==> config.mk <==
export PLATFORM = sky130hd
export DESIGN_NAME = datapath_multi
export DESIGN_NICKNAME = d
export VERILOG_FILES = /design/src/rtl/datapath_multi.sv
export SDC_FILE = /design/constraint.sdc
export NUM_CORES = 1
export LEC_CHECK = 0
export ABC_AREA = 1
export CORE_MARGIN = 1.5
export CORE_UTILIZATION = 59
export CTS_CLUSTER_DIAMETER = 50
export CTS_CLUSTER_SIZE = 12
export DETAILED_ROUTE_END_ITERATION = 8
export PLACE_DENSITY = 0.82
export SLEW_MARGIN = 25
export SYNTH_ARGS = -nofsm -noshare
export SYNTH_HDL_FRONTEND = slang
export SYNTH_SLANG_ARGS = --single-unit
==> constraint.sdc <==
create_clock -name Clk -period 5.5 [get_ports Clk]
set_input_delay 1.1 -clock Clk [delete_from_list [all_inputs] [get_ports Clk]]
set_output_delay 1.1 -clock Clk [all_outputs]
set_load 0.05 [all_outputs]
==> src/rtl/datapath_multi.sv <==
// Shift-and-add multiplier datapath: multiplicand, accumulator/multiplier shift register and bit counter.
// Define DATAPATH_MULTI_OVF_EN to add the registered Ovf output (product exceeds WIDTH bits).
module datapath_multi #(
  parameter int WIDTH = 32
) (
  input  logic                 Clk,
  input  logic                 Rst,
  input  logic                 Load,
  input  logic                 Ad,
  input  logic                 Sh,
  input  logic                 Done,
  input  logic [WIDTH-1:0]     Mcand,
  input  logic [WIDTH-1:0]     Mplier,
  output logic                 M,
  output logic                 K,
`ifdef DATAPATH_MULTI_OVF_EN
  output logic                 Ovf,
`endif
  output logic [2*WIDTH-1:0]   Product
);

  localparam int CW = $clog2(WIDTH);

  logic [WIDTH-1:0]   b;
  logic [2*WIDTH:0]   acc;
  logic [CW-1:0]      cnt;
  logic [WIDTH:0]     sum;
  logic [CW-1:0]      cntNext;

  // The carry of the add lands in acc[2W] and is pulled back into the product by the next shift.
  always_comb begin
    sum     = {1'b0, acc[2*WIDTH-1:WIDTH]} + {1'b0, b};
    cntNext = (cnt == CW'(WIDTH-1)) ? '0 : cnt + 1'b1;
  end

  always_ff @(posedge Clk) begin
    if (Rst) begin
      b   <= '0;
      acc <= '0;
      cnt <= '0;
    end else if (Load) begin
      b   <= Mcand;
      acc <= {{(WIDTH+1){1'b0}}, Mplier};
      cnt <= '0;
    end else if (Ad && Sh) begin
      acc <= {1'b0, sum, acc[WIDTH-1:1]};
      cnt <= cntNext;
    end else if (Ad) begin
      acc <= {sum, acc[WIDTH-1:0]};
    end else if (Sh) begin
      acc <= {1'b0, acc[2*WIDTH:1]};
      cnt <= cntNext;
    end
  end

  // Done samples the accumulator as it stood before any same-cycle command.
  always_ff @(posedge Clk) begin
    if (Rst) begin
      Product <= '0;
    end else if (Done) begin
      Product <= acc[2*WIDTH-1:0];
    end
  end

`ifdef DATAPATH_MULTI_OVF_EN
  always_ff @(posedge Clk) begin
    if (Rst) begin
      Ovf <= 1'b0;
    end else if (Done) begin
      Ovf <= |acc[2*WIDTH-1:WIDTH];
    end
  end
`endif

  assign M = acc[0];
  assign K = (cnt == CW'(WIDTH-1));

endmodule

# After elaboration in Yosys (flattened, before gate mapping)

Index checks and enable logic that the tools add are counted.

Input port bits: 70
Output and inout port bits: 66
Logic and storage cells: 28
Bits in registers: 166

Add/sub/neg operators: 2
Eq/ne operators: 3
Reduce and logical (&&, ||, !) cells: 9
Mux-type cells: 8

Operators with widths:

| kind                                                                    | number |
|---|---|
| 65-bit 2-to-1 mux                                                       | 2 |
| 64-bit 2-to-1 mux                                                       | 1 |
| 32-bit by 32-bit adder with 33-bit output                               | 1 |
| 32-bit 2-to-1 mux                                                       | 1 |
| 5-bit 2-to-1 mux                                                        | 4 |
| 3-bit nonzero test                                                      | 2 |
| 5-bit by 1-bit adder with 5-bit output, second input constant           | 1 |
| 5-bit equality test, second input constant                              | 1 |
| 2-bit AND reduction                                                     | 2 |
| 2-bit nonzero test                                                      | 2 |
| 3-bit by 2-bit inequality test with 1-bit output, second input constant | 1 |
| 3-bit OR reduction                                                      | 1 |
| 2-bit by 1-bit inequality test with 1-bit output, second input constant | 1 |
| 2-bit OR reduction                                                      | 1 |
| 1-bit logical AND                                                       | 1 |

# Longest topological paths before layout

Depth after elaboration: 5
Gate-level depth with buffers: 14
Gate-level depth less buffers: 14

# Worst setup path after synthesis

OpenSTA, ideal clock, no wires.

Path type: register to output
Start: register cnt[0]
End: output K
Stages on the path, launching flop included: 5
Arrival: 1149 ps
Buffers on the path: 0
Data required time: 4400 ps
Slack: 3251 ps
Path through: dfxtp_1 -> ha_1 -> inv_1 -> nor3_1 -> ha_1

Longest elaborated chain between the ends: 1

RTL lines:

| element                | line | source |
|---|---|---|
| from (decl)            | 26   | `logic [CW-1:0] cnt;` |
| from (signal assigned) | 47   | `cnt <= cntNext;` |
| from (signal assigned) | 52   | `cnt <= cntNext;` |
| 5-bit equality test    | 76   | `assign K = (cnt == CW'(WIDTH-1));` |
| to (decl)              | 15   | `output logic K,` |

No other way between the ends.

# Final worst setup path

Ends and elaborated chain as after synthesis.

==> flow_summary.ini <==
[worst_setup_path]
cp.required_ns = 4.40
crit_arrival_ns = 2.25
cp_max_fo = 3
reg2regPathDepth = 12
cp-end-kind = primary output
crit_path_start_kind = register
path_class = reg2out

[job]
maxCapViolCount = 0

[cts]
clkTransAtPathRegs_ns = 0.07
cts_tree = built
cts-root-buf = clkbuf_16
post_cts_resized = 0
h-tree-depth = 4
postCtsSetupBuffers = 0
clock_latency_ns = 0.43
postCtsHoldBufs = 0
cts_buffer_depth = 2
cts_buffers = 17
clock-sinks = 166

[die]
ioPinCount = 136
fp.dieArea_mm2 = 0.01620
core_mm2 = 0.01515
initial_core_util_pct = 60.16
die_w_um = 127.3
std_cell_rows = 45
die_h_um = 127.3

[global_route]
grt_max_degree = 72
grt-ovfl-total = 0
grt_pass1_vias = 9022
grt.total_usage_pct = 33.81
grt_pass1_wl_mm = 43.81
antenna_found_initial = 0

[detailed_routing]
route.detailed.drc = 0
wl_mm = 26.73
dr.pass1.iters = 5
drt-initial-drc-count = 747
vias = 9357
wl_per_cell_um = 15.37
final_antenna_net_count = 0
viasPerCell = 5.381

[timing]
post-route-min-period_ns = 3.347
fin_skew_ns = 0.008607
max_freq_mhz = 298.8
setup_tns_ns = 0
rsz0062_at_grt = false
setup_viol = 0
relSlewSlack_pct = 29.81
hold_viol = 0
fin_crit_sh_pct = 60.85
slew_violations = 0
tightest_slew_ns = 1.052

[yosys]
synth_ff_type = dfxtp_1
syn_area_per_cell_um2 = 6.340
ys_seq_area_share_pct = 36.47
syn_nets = 1542
synth_area_mm2 = 0.009111
yosys.cell_types.count = 36
synthMostInstantiatedCell = nand2_1
synth_area_leaders = dfxtp_1 36%, nand2_1 16%, nor2_1 10%
synth_edf_count = 0
synth_commonest_cells = 383 x nand2_1, 245 x nor2_1, 190 x inv_1
synthDominantCellAreaShare_pct = 36.47
ys_ff_latch = 166
ys_async_sr_fraction_pct = 0
synth_top_area_cell = dfxtp_1
yosysWarnings = 0
synthCells = 1437

[power_and_ir_drop]
irDropWorstVdd_v = 0.0002469
power_density_mw_per_mm2 = 272.8
power_leakage_uw = 0.005640
p_total_uw = 3014

[place]
place_inst = 1707
portBuffers = 135
hpwl_mm = 18.78
gp_congestion = 1.019

[min_path]
whs_path_depth = 2
hold_class = reg2reg

[finish]
diodes = 0
area_growth_pct = 21.24
fillers = 1299
final_layout_size_suffix_gt1_share_pct = 4.578
finalNetCount = 1643
instances_no_fill = 1739

[outcome]
status = finished clean
-- sequential cells by signal (all words and copies together), names as in the netlist --
register,count
acc,65
cnt,5
b,32
Product,64
-- per-layer routing --
| layer | up-vias | wire [µm] | track usage, % |
|---|---|---|---|
| li1 | 4707 | - | - |
| met2 | 355 | 12270 | 56.60 |
| met4 | 0 | 850 | 13.64 |
| met5 | - | 0 | 0 |
| met3 | 56 | 1908 | 7.077 |
| met1 | 4239 | 11700 | 42.60 |
-- power breakdown --
group | total [µW] | switching (µW) | internal, µW
sequential | 1320 | 52.8 | 1270
clock | 1140 | 541 | 594
combinational | 555 | 355 | 200
-- final timing paths --
kind	from	end	slack [ns]
worst min register to register	acc[64]$_SDFFE_PP0P_	acc[64]$_SDFFE_PP0P_	0.47
worst max-delay path	cnt[0]$_SDFFE_PP0P_	K	2.15
worst max register to register	acc[32]$_SDFFE_PP0P_	acc[60]$_SDFFE_PP0P_	3.12
worst min-delay path	acc[64]$_SDFFE_PP0P_	acc[64]$_SDFFE_PP0P_	0.47
-- critical path, cell delays in order, from the launching register on --
cell             delay [ns]
dfxtp_1                0.37
ha_1                   0.20
inv_1                  0.06
nor3_1                 0.14
ha_1                   0.22
clkdlybuf4s50_1        0.84
-- logic make-up (layout without fill, tap and decap cells) --
kind of cell,count (synthesis),after routing,synth area share [%]
simple gates,750,750,33.27
compound gates,216,216,13.03
fa+ha+maj,35,35,4.889
buf+inv,255,369,10.81
xor+xnor,15,15,1.524
flops,166,166,36.47
-- layout by cell type (no fill, tap or decap), types with 2 or more instances in the layout --
master             n
buf_2              2
inv_8              2
nor2_2            10
nand4_1            4
nand3b_1           7
buf_4              9
ha_1              34
o21ai_0          137
nand2_2            8
nor2_1           244
a22oi_1           24
clkinvlp_4         2
xor2_1            13
a21oi_1           36
clkbuf_16         17
o211ai_1           6
a221oi_1           2
clkdlybuf4s50_1  133
a31oi_1            6
nand3_2            3
inv_1            186
nor3_1             9
nor4_1             2
nand3_1           78
clkbuf_1           2
inv_6              5
dfxtp_1          166
clkinv_2           2
nand2_1          383
inv_2              6
-- through the flow --
step                area [µm²]  hold slack (ns)  util (%)  setup slack (ns)
floorplan                 9111           0.4395         -             3.251
global placement         10500           0.4517     69.31             2.003
detailed placement       10500           0.4621     69.31             1.946
CTS                      11050           0.4705     72.94             2.158
global route             11050           0.4991     72.94             2.036
finish                   11050           0.4697     72.94             2.153
-- cell type report --
cell class                 count  area, µm²  area share (%)
timing repair buffer         144       1409           12.75
sequential                   166       3323           30.08
multi-input combinational   1016       4806           43.50
inverter                     193      724.4           6.558
clock buffer                  19      432.9           3.919
clock inverter                13      116.4           1.053
tap                          188      235.2           2.129
(Power assumes the default switching activity.)
